==> src/rtl/kanagawa_fifo_serializer.sv <==
// Pops one wide word from a FIFO read port and emits it as RATIO narrow beats
// on a valid/ready channel, with a last-beat marker.
module kanagawa_fifo_serializer #(
  parameter int WIDTH     = 32,
  parameter int RATIO     = 4,
  parameter int LSB_FIRST = 1
) (
  input  logic                   clock,
  input  logic                   rst,
  input  logic                   in_empty,
  input  logic [WIDTH*RATIO-1:0] in_q,
  output logic                   in_rdreq,
  output logic                   out_valid,
  output logic [WIDTH-1:0]       out_data,
  output logic                   out_last,
  input  logic                   out_ready,
  output logic                   busy
);

  localparam int BW = (RATIO > 1) ? $clog2(RATIO) : 1;
  localparam logic [BW-1:0] LAST_BEAT = BW'(RATIO - 1);
  localparam logic [BW-1:0] SEL_FIRST = (LSB_FIRST != 0) ? '0 : LAST_BEAT;

  generate
    if (RATIO < 1) begin : g_bad_ratio
      $error("kanagawa_fifo_serializer: RATIO must be >= 1");
    end
  endgenerate

  logic [RATIO-1:0][WIDTH-1:0] hold_q, hold_d;
  logic [BW-1:0]               beat_q, beat_d;
  logic [BW-1:0]               sel_q, sel_d;
  logic                        busy_q, busy_d;
  logic                        fire, last_fire;

  always_comb begin
    fire      = busy_q & out_ready;
    last_fire = fire & (beat_q == LAST_BEAT);
    // rst gating keeps the pop off while the async reset is held
    in_rdreq  = ~rst & ~in_empty & (~busy_q | last_fire);

    hold_d = hold_q;
    beat_d = beat_q;
    sel_d  = sel_q;
    busy_d = busy_q;
    if (in_rdreq) begin
      hold_d = in_q;
      beat_d = '0;
      sel_d  = SEL_FIRST;
      busy_d = 1'b1;
    end else if (last_fire) begin
      beat_d = '0;
      sel_d  = SEL_FIRST;
      busy_d = 1'b0;
    end else if (fire) begin
      beat_d = beat_q + BW'(1);
      // slice select is kept in its own register so the output mux needs no adder
      sel_d  = (LSB_FIRST != 0) ? sel_q + BW'(1) : sel_q - BW'(1);
    end
  end

  always_ff @(posedge clock or posedge rst) begin
    if (rst) begin
      beat_q <= '0;
      sel_q  <= SEL_FIRST;
      busy_q <= 1'b0;
    end else begin
      beat_q <= beat_d;
      sel_q  <= sel_d;
      busy_q <= busy_d;
    end
  end

  // data register is qualified by busy_q, so it needs no reset
  always_ff @(posedge clock) begin
    hold_q <= hold_d;
  end

  always_comb begin
    out_data = '0;
    for (int i = 0; i < RATIO; i++) begin
      if (sel_q == BW'(i)) out_data = hold_q[i];
    end
  end

  assign out_valid = busy_q;
  assign out_last  = busy_q & (beat_q == LAST_BEAT);
  assign busy      = busy_q;

`ifndef NO_DYNAMIC_ASSERTS
  a_pop_not_empty: assert property (@(posedge clock) disable iff (rst)
    in_rdreq |-> !in_empty);
  a_hold_stall: assert property (@(posedge clock) disable iff (rst)
    (out_valid && !out_ready) |=> ($stable(out_data) && out_valid));
`endif

endmodule

==> config.mk <==
export PLATFORM = sky130hd
export DESIGN_NAME = kanagawa_fifo_serializer
export DESIGN_NICKNAME = d
export VERILOG_FILES = /design/src/rtl/kanagawa_fifo_serializer.sv
export SDC_FILE = /design/constraint.sdc
export NUM_CORES = 1
export LEC_CHECK = 0
export CAP_MARGIN = 30
export CORE_UTILIZATION = 45
export DETAILED_ROUTE_END_ITERATION = 8
export PLACE_DENSITY = 0.75
export SETUP_SLACK_MARGIN = 0.15
export SYNTH_ARGS = -nofsm -noshare
export SYNTH_HDL_FRONTEND = slang
export SYNTH_SLANG_ARGS = --single-unit
==> constraint.sdc <==
create_clock -name clock -period 26.5 [get_ports clock]
set_input_delay 6.625 -clock clock [delete_from_list [all_inputs] [get_ports clock]]
set_output_delay 6.625 -clock clock [all_outputs]
set_load 0.02 [all_outputs]
==> results of run 1 <==
-- how the worst min path moves through the flow --
stage                   start   endpoint  slack, ns  cells after the start
floorplan           beat_q[0]  beat_q[0]       0.45                      1
detailed placement  beat_q[0]  beat_q[0]       0.48                      1
CTS                 beat_q[0]  beat_q[0]       0.49                      1
global placement    beat_q[0]  beat_q[0]       0.47                      1
finish              beat_q[0]  beat_q[0]       0.49                      1
global route        beat_q[0]  beat_q[0]       0.50                      1
-- area by class of cell --
cell class	count	area, um2	area share
well taps	140	175.2	0.02349
clock buffers	18	417.9	0.05605
clock inverters	14	207.7	0.02786
flip-flops and latches	133	3969	0.5323
multi-input cells	127	922.1	0.1237
inverters	4	15.01	0.002014
repair buffers	172	1749	0.2346
-- layer usage --
| layer | vias up | global-route usage | part of all wire |
|---|---|---|---|
| met1 | 1527 | 0.2234 | 0.39 |
| met4 | 0 | 0.08611 | 0.016 |
| met3 | 16 | 0.07022 | 0.074 |
| li1 | 1496 | - | - |
| met5 | - | 0 | 0 |
| met2 | 154 | 0.3627 | 0.52 |
-- power breakdown --
part | switching, mW | leakage [nW] | internal (mW) | total, mW
Combinational | 0.179 | 0.979 | 0.149 | 0.328
Sequential | 0.00920 | 1.22 | 0.256 | 0.265
Clock | 0.0831 | 0.296 | 0.162 | 0.245
Total | 0.272 | 2.50 | 0.567 | 0.838
-- sequential cells by signal, indices dropped and copies added (netlist names) --
signal  count
beat_q      2
busy        1
hold_q    128
sel_q       2
-- kinds of logic (layout without fill, tap and decap cells) --
family | count (synthesis) | count (layout) | synth area share
adder cells (fa/ha/maj) | 5 | 5 | 0.01250
AND/OR/NAND/NOR | 19 | 19 | 0.02150
buffers and inverters | 22 | 208 | 0.02749
AO/OA/AOI/OAI | 103 | 103 | 0.1457
flip-flops | 133 | 133 | 0.7928
-- layout by cell type (no fill, tap or decap), types with 3 or more instances in the layout --
cell	count
clkbuf_16	16
o21ai_0	4
dfrtp_1	5
edfxtp_1	128
a21oi_2	10
ha_1	4
a22oi_2	10
inv_1	4
o22ai_1	34
clkinvlp_4	3
clkdlybuf4s50_1	167
nand2_1	7
a22oi_1	21
buf_4	3
a21oi_1	21
bufinv_16	5
==> flow_summary.ini, run 1 <==
[outcome]
status = complete, no violations

[yosys]
yosys_register_bits = 133
netlist_top_cells_area = edfxtp_1, o22ai_1, a22oi_1, a22oi_2, dfrtp_1
yosys.area.top_type_share = 0.7678
synth_edf_count = 128
seq_area_frac_synth = 0.7928
synth_cell_types = 27
avgSynthCellArea_um2 = 17.75
synth_top_cell_by_area = edfxtp_1
synth-main-ff-cell = edfxtp_1
yosys_warnings = 0
synth_area_um2 = 5006
synth.most_common_cell = edfxtp_1
synth-async-reset-ratio = 0.03759
synthTopCellsByCount = edfxtp_1, o22ai_1, a21oi_1, a22oi_1, buf_2
synth_cells = 282
synth_nets = 419

[clock_network]
cts_root_buffer = clkbuf_8
numCtsBuffers = 17
post_cts_resized = 0
clk_pin_slew_ns = 0.06
cts_hold_buf = 0
htree_levels = 4
clk_latency_ns = 0.50
cts_tree = built
clockBufferDepth = 2
cts_sinks = 133
postCtsSetupBuffers = 0

[sta]
finClkSkew_ns = 0.004808
worst_slack_ns = 10.96
slew_headroom = 0.3355
hold_viol = 0
fin_crit_sh = 0.5864
holdWs_ns = 0.4859
period_needed_ns = 15.54
tightest_slew_ns = 0.9947
rsz0062_at_grt = false
setup_viol = 0
slew_violations = 0
max_freq_mhz = 64.35
fin_tns_setup_ns = 0

[global_route]
grt_first_pass_wirelength_mm = 17.16
grt.total_usage = 0.2049
overflow = 0
antenna_found_initial = 0
grt_pass1_vias = 3465
grt_max_degree = 76

[final_layout]
area.growth.synth_to_final_pct = 48.94
n_antenna_cell = 0
nFillCells = 761
layout-drive-gt1-share = 0.1261
post-route-util = 0.6878
stdcell_count = 608
stdcell_area_um2 = 7456
fin_nets = 592

[placement]
placed_cell_area_um2 = 6830
routabilityCongestion = 0.7536
dpl.cell_count = 576
io_buffers = 167
pre_cts_ws_ns = 10.94
dp_hpwl_mm = 7.421

[pwr]
vdd_drop_max_mv = 0.06248
p_leak_nw = 2.496
total_power_uw = 838.2
power_density_nw_per_um2 = 112.4

[floorplanning]
num_io_pins = 168
start_util = 0.4618
std_cell_rows = 38
die_w_um = 107.5
dieArea_um2 = 11550
die_y_um = 107.5
coreArea_um2 = 10840

[setup_path]
max_stage_delay_ns = 0.75
cp_data_arrival_time_ns = 8.92
critPathMaxFanout = 55
crit_path_frequent_cell = clkdlybuf4s50_1
crit_path_end = in_rdreq
worstReg2RegStart = beat_q[0]
setup.worst_path.class = in -> out
cp_slowest_cell = clkdlybuf4s50_1
worst-path-buf-inv = 3
rr_worst_depth = 5
required_ns = 19.88
end_kind = output pin
start_kind = input pin
worstPathCellList = clkdlybuf4s50_1 -> nand2_1 -> a211oi_4 -> buf_4 -> clkdlybuf4s50_1
crit_family = buffers and inverters
crit_start = out_ready
reg2reg_slack_ns = 23.68
r2r_end = hold_q[71]
cp.depth = 5

[detailed_routing]
routed_wl_mm = 11.36
firstDrtPassIters = 4
drt-initial-drc-count = 240
wl_per_cell_um = 18.68
drcViolationCount = 0
dr_total_vias = 3193
antenna_left = 0
viasPerCell = 5.252

[run]
maxCapViolCount = 0

[worst_hold_path]
hp-class = reg -> reg
Power figures use the tool's default switching activity.
==> inputs of run 2 (changes only) <==
Clock period 26.5 ns to 16.18 ns, I/O delays scaled along.
==> flow_summary.ini, run 2 (synthesized netlist as in run 1, its figures left out) <==
[outcome]
status = complete, no violations

[final_layout]
top_register = hold_q
mostFrequentLayoutCell = clkdlybuf4s50_1
layout-drive-gt1-share = 0.1306
area.growth.synth_to_final_pct = 47.39
n_antenna_cell = 0
largest_register_ffs = 128
mostFrequentLayoutCells = clkdlybuf4s50_1, edfxtp_1, o22ai_1, a22oi_1, a21oi_1
fin_nets = 591
reg_top3 = hold_q (128), beat_q (2), sel_q (2)

[pwr]
vdd_drop_max_mv = 0.1343
power_density_nw_per_um2 = 180.2
total_power_mw = 1.330
p_leak_nw = 2.451

[setup_path]
max_stage_delay_ns = 0.74
end_kind = output pin
worstPathCellList = clkdlybuf4s50_1 -> nand2_1 -> a211oi_4 -> buf_12 -> clkdlybuf4s50_1
critPathMaxFanout = 129
setup.worst_path.class = in -> out
worst-path-buf-inv = 3
cp_data_arrival_time_ns = 6.45
start_kind = input pin
crit_family = buffers and inverters
required_ns = 12.14
crit_path_frequent_cell = clkdlybuf4s50_1
cp_slowest_cell = clkdlybuf4s50_1

[placement]
dp_hpwl_mm = 7.342
routabilityCongestion = 0.8014
io_buffers = 167

[clock_network]
clk_pin_slew_ns = 0.06
numCtsBuffers = 17
htree_levels = 4
cts_sinks = 133
clk_latency_ns = 0.52
cts_hold_buf = 0
cts_tree = built
post_cts_resized = 0
cts_root_buffer = clkbuf_8
postCtsSetupBuffers = 0
clockBufferDepth = 2

[sta]
setup_viol = 0
slew_violations = 0
hold_viol = 0
slew_headroom = 0.3332
period_needed_ns = 10.50
fin_tns_setup_ns = 0
finClkSkew_ns = 0.006015
max_freq_mhz = 95.28
fin_crit_sh = 0.6487
rsz0062_at_grt = false
tightest_slew_ns = 0.9981
holdWs_ns = 0.4964

[global_route]
grt_first_pass_wirelength_mm = 16.97
grt_pass1_vias = 3286
overflow = 0
antenna_found_initial = 0
grt_max_degree = 130
grt.total_usage = 0.2056

[floorplanning]
num_io_pins = 168
coreArea_um2 = 10840
start_util = 0.4618
std_cell_rows = 38
die_w_um = 107.5
die_y_um = 107.5
dieArea_um2 = 11550

[worst_hold_path]
hp-class = reg -> reg

[run]
maxCapViolCount = 0

[detailed_routing]
antenna_left = 0
routed_wl_mm = 11.47
firstDrtPassIters = 4
viasPerCell = 5.293
wl_per_cell_um = 18.90
drcViolationCount = 0
drt-initial-drc-count = 175
dr_total_vias = 3213
[run 2: final timing paths]
path                            from          end  slack, ns  depth (start not counted)
min in group asynchronous        rst     sel_q[0]       3.93                          2
hold reg to reg            beat_q[0]    beat_q[0]       0.50                          1
setup / recovery           out_ready     in_rdreq       5.68                          5
max in group asynchronous        rst    beat_q[1]      12.08                          2
hold / removal             beat_q[0]    beat_q[0]       0.50                          1
setup reg to reg           beat_q[0]  hold_q[107]      14.09                          4
[run 2: final cells by class]
cell class,count,area (um2)
repair buffers,171,1727
multi-input cells,127,922.1
fillers,754,3462
flip-flops and latches,133,3969
inverters,4,15.01
clock buffers,17,414.1
clock inverters,15,156.4
well taps,140,175.2
[run 2: stage by stage]
step | setup slack [ns] | util | instance area (um2) | std cells
6_report | 5.685 | 0.6806 | 7378 | 607
5_1_grt | 5.588 | 0.6806 | 7378 | 607
4_1_cts | 5.712 | 0.6806 | 7378 | 607
3_5_place_dp | 5.716 | 0.6280 | 6808 | 575
3_3_place_gp | 5.819 | 0.6262 | 6788 | 574
2_1_floorplan | 2.651 | - | 5011 | 282
[run 2: per-layer routing]
metal,global-route usage,share of wire,wire (um),up-vias
met4,0.08904,0.020,226,0
met1,0.2389,0.39,4505,1562
li1,-,-,-,1496
met5,0,0,0,-
met3,0.07203,0.076,869,21
met2,0.3447,0.51,5870,134
[run 2: power breakdown]
| group | switching, mW | leakage (nW) | internal (mW) | total (mW) |
|---|---|---|---|---|
| Combinational | 0.292 | 0.963 | 0.239 | 0.531 |
| Sequential | 0.0151 | 1.22 | 0.419 | 0.435 |
| Clock | 0.145 | 0.267 | 0.220 | 0.364 |
| Total | 0.451 | 2.45 | 0.878 | 1.33 |
==> variant 1, RTL diff (config.mk and constraints of run 1) <==
The parameter `WIDTH` goes from 32 to 16.
--- a/src/rtl/kanagawa_fifo_serializer.sv
+++ b/src/rtl/kanagawa_fifo_serializer.sv
@@ -3,3 +3,3 @@
 module kanagawa_fifo_serializer #(
-  parameter int WIDTH     = 32,
+  parameter int WIDTH     = 16,
   parameter int RATIO     = 4,
Interface: changed (resized in_q and out_data); port bits go from 168 to 88. The function was not compared with the original's and may differ.
==> variant 1 against run 1 <==
- total power down 50%
- setup slack better by 26 ps
- sequential cell count down 64
- cell area down 48%
- area after synthesis down 46%
- cell count down 45%
- wire length down 51%
- critical path type unchanged
- critical endpoint unchanged
- largest power group unchanged
- highest routed layer unchanged
==> variant 1: results (changes against run 1) <==
- Top Registers: hold_q: 64 flops, beat_q: 2 flops, sel_q: 2 flops
- Worst skew pair latency: 330 ps (-170 ps)
- Critical-path maximum fanout: 65 (+18%)
- Top cells by count, synth: edfxtp_1, nand2_1, a31oi_1, nand3b_1, o22ai_1
- Clk. pwr: 0.110 mW (-55%)
- Slew headroom: 0.390 (+0.0545)
- Post-synth EDFFs: 64 (-50%)
- Met2 Use GR: 0.304 (-0.0584)
- Grt met3 use: 0.0377 (-0.0325)
- Reg2Reg Depth: 4 (-1)
- Proportion of layout cells with a drive suffix above 1: 0.0792 (-0.0468)
- Number of port buffers: 87 (-48%)
- CP arrival: 8890 ps (-30 ps)
- Vias per Instance: 5.19 (-1.1%)
- Worst setup startpoint: rst
- Fraction of registers with async set or reset after synthesis: 0.0725 (+0.0349)
- Metal2 WL: 2810 microns (-52%)
- DRT iter0 DRCs: 118 (-51%)
- Post-Place Setup Slack: 10990 ps (+53.5 ps)
- Largest net degree at the start of global routing: 66 (-13%)
- Global Route Usage Sum: 0.192 (-0.0133)
- Skew final: 6.85 ps (+2.05 ps)
- Final Cycle Share: 0.585 (-0.000992)
- CTS Buf Count: 9 (-8)
- Dpl cell area: 3610 sq um (-47%)
- Worst R2R Setup Slack: 24560 ps (+880 ps)
- Status: completed
- RePlAce Congestion: 0.743 (-1.4%)
- H-tree depth: 3 (-1)
- First-pass GRT wire length: 8630 microns (-50%)
- Filler cells: 399 (-48%)
- Vias in the first global route: 1753 (-49%)
- Avg Inst Size Synth: 15.9 sq um (-10%)
- Leakage power: 1.33 nW (-47%)
- Comb power frac: 0.404 (+0.013)
variant 1: cell type report:
type,instances,area (sq um),area share
Inverter,6,22.5,0.00581
Clock buffer,9,124,0.0320
Multi-Input combinational cell,86,577,0.149
Clock inverter,7,138,0.0355
Sequential cell,69,2050,0.528
Timing Repair Buffer,88,878,0.227
Tap cell,72,90.1,0.0232
variant 1: worst min path at each step:
stage | start | slack (ps) | endpoint | depth (start not counted)
finish | beat_q[1]$_DFFE_PP0P_ | 540 | beat_q[1]$_DFFE_PP0P_ | 2
global route | beat_q[1]$_DFFE_PP0P_ | 560 | beat_q[1]$_DFFE_PP0P_ | 2
CTS | beat_q[1]$_DFFE_PP0P_ | 540 | beat_q[1]$_DFFE_PP0P_ | 2
detailed placement | beat_q[0]$_DFFE_PP0P_ | 490 | beat_q[0]$_DFFE_PP0P_ | 1
global placement | beat_q[0]$_DFFE_PP0P_ | 470 | beat_q[0]$_DFFE_PP0P_ | 1
floorplan | beat_q[0]$_DFFE_PP0P_ | 460 | beat_q[0]$_DFFE_PP0P_ | 1
variant 1: kinds of logic (layout without fill, tap and decap cells):
| family | Yosys count | count (layout) | share of synthesized area |
|---|---|---|---|
| muxes | 2 | 2 | 0.00741 |
| buffers and inverters | 15 | 110 | 0.0329 |
| and+or+nand+nor | 41 | 41 | 0.0880 |
| AOI/OAI and AO/OA | 38 | 38 | 0.0908 |
| adders and majority gates | 5 | 5 | 0.0232 |
| DFF | 69 | 69 | 0.758 |
variant 1: worst max-delay path, delay by kind of cell:
| family | cells | cell delay (ps) |
|---|---|---|
| buffers and inverters | 3 | 1820 |
| AOI/OAI and AO/OA | 1 | 200 |
| and+or+nand+nor | 1 | 200 |
==> variant 2, RTL diff (settings of run 1) <==
Made on the original files. Make the reset (`rst`) synchronous in one clocked block. Comments in the files are not updated.
--- a/src/rtl/kanagawa_fifo_serializer.sv
+++ b/src/rtl/kanagawa_fifo_serializer.sv
@@ -61,3 +61,3 @@
 
-  always_ff @(posedge clock or posedge rst) begin
+  always_ff @(posedge clock) begin
     if (rst) begin
Function: differs if rst is asserted again (counterexample within 4 cycles, from zero or initial values and one cycle with rst high); with rst held inactive, the same outputs for 10 cycles.
==> variant 2 against run 1 <==
- cell area down 2.1%
- wire length down 2.2%
- core utilization up 0.99 points
- setup slack better by 68 ps
- sequential cell count unchanged
- area after synthesis down 2.1%
- critical endpoint unchanged
Power is not compared: it rests on default switching activity, and its combinational part moved more than twofold at a synthesized area within 25%.
==> variant 2: results (changes against run 1) <==
- Grt met3 use: 0.0705 (+0.000291)
- Fraction of registers with async set or reset after synthesis: 0 (-0.0376)
- Skew final: 5.97 ps (+1.16 ps)
- Nets: 587 (-0.84%)
- Non-filler instance count after layout: 599 (-1.5%)
- Clock buffer depth: 2 (unchanged)
- Hold slack: 461 ps (-25.3 ps)
- Post-DP HPWL: 7020 microns (-5.4%)
- Yosys cell types: 26 (-3.7%)
- N_diodes: 0 (unchanged)
- RePlAce Congestion: 0.723 (-4.0%)
- Filler cells: 717 (-5.8%)
- Mux cell area share after synthesis: 0 (unchanged)
- GR Util met1: 0.254 (+0.0304)
- RR Startpoint: beat_q[0]$_SDFFE_PP0P_
- Global Route Usage Sum: 0.210 (+0.00474)
- Wire length on met1: 4390 microns (-1.4%)
- DRT iter0 DRCs: 218 (-9.2%)
- Post-Place Setup Slack: 11020 ps (+78.4 ps)
- Top cells by count, synth: edfxtp_1, a21oi_1, o22ai_1
- Register area share after synthesis: 0.805 (+0.0119)
- First-pass GRT wire length: 17300 microns (+1.1%)
- Hold depth: 2 (+1)
- Dpl cell area: 6670 sq um (-2.3%)
- R2R Path End: hold_q[113]$_DFFE_PP_
- Adder-Cell Fraction of Synth Area: 0.0128 (+0.000268)
- Vias in the first global route: 3408 (-1.6%)
- P_comb: 0.0509 mW
- Via count: 3164 (-0.91%)
- Post-synthesis net count: 415 (-0.95%)
- CP arrival: 8850 ps (-70 ps)
- Worst R2R Setup Slack: 23750 ps (+70 ps)
- Hold Path Sink: beat_q[1]$_SDFFE_PP0P_
- Critical-path maximum fanout: 52 (-5.5%)
- CTS Root Cell: clkbuf_8
- Largest net degree at the start of global routing: 79 (+3.9%)
- Status: completed
- Proportion of layout cells with a drive suffix above 1: 0.0972 (-0.0289)
- Area of the multi-input gates: 846 sq um (-8.3%)
- Drt wl/cell: 18.5 microns (-0.74%)
- Startpoint of the worst hold path: beat_q[1]$_SDFFE_PP0P_
- CP max stage delay: 730 ps (-20 ps)
- Met2 Use GR: 0.342 (-0.0204)
- WL met3: 1060 microns (+26%)
- Area contributors post-synth: edfxtp_1, a22oi_1, o22ai_1, a21oi_1, dfxtp_1
- Metal2 WL: 5450 microns (-7.5%)
- Compound-Gate Fraction of Synth Area: 0.133 (-0.0130)
- Avg Inst Size Synth: 17.6 sq um (-0.69%)
- Drt pass-1 iters: 5 (+1)
- Final Cycle Share: 0.584 (-0.00256)
## variant 2: cell count changes after synthesis, sizes merged, moves of 2 or more
cell and delta:
o21ai -3, nor2 +2, a21oi +3, o22ai -3
dfrtp -5, dfxtp +5
## variant 2: how the worst max path moves through the flow
stage          depth (start not counted)        to  startpoint  slack [ps]
5_1_grt                                5  in_rdreq   out_ready       10880
3_5_place_dp                           5  in_rdreq   out_ready       11020
3_3_place_gp                           5  in_rdreq   out_ready       11080
2_1_floorplan                          2  in_rdreq   out_ready        3370
6_report                               5  in_rdreq   out_ready       11030
4_1_cts                                5  in_rdreq   out_ready       11010
## variant 2: layout make-up
cell class	count	share of cell area
Timing Repair Buffer	171	0.233
Tap cell	136	0.0233
Sequential cell	133	0.540
Clock inverter	14	0.0286
Multi-Input combinational cell	124	0.116
Clock buffer	18	0.0573
Inverter	3	0.00154
## variant 2: critical path, delay by kind of cell
family          cells  cell delay, ps
buf+inv             3            1830
simple gates        1             130
compound gates      1             250
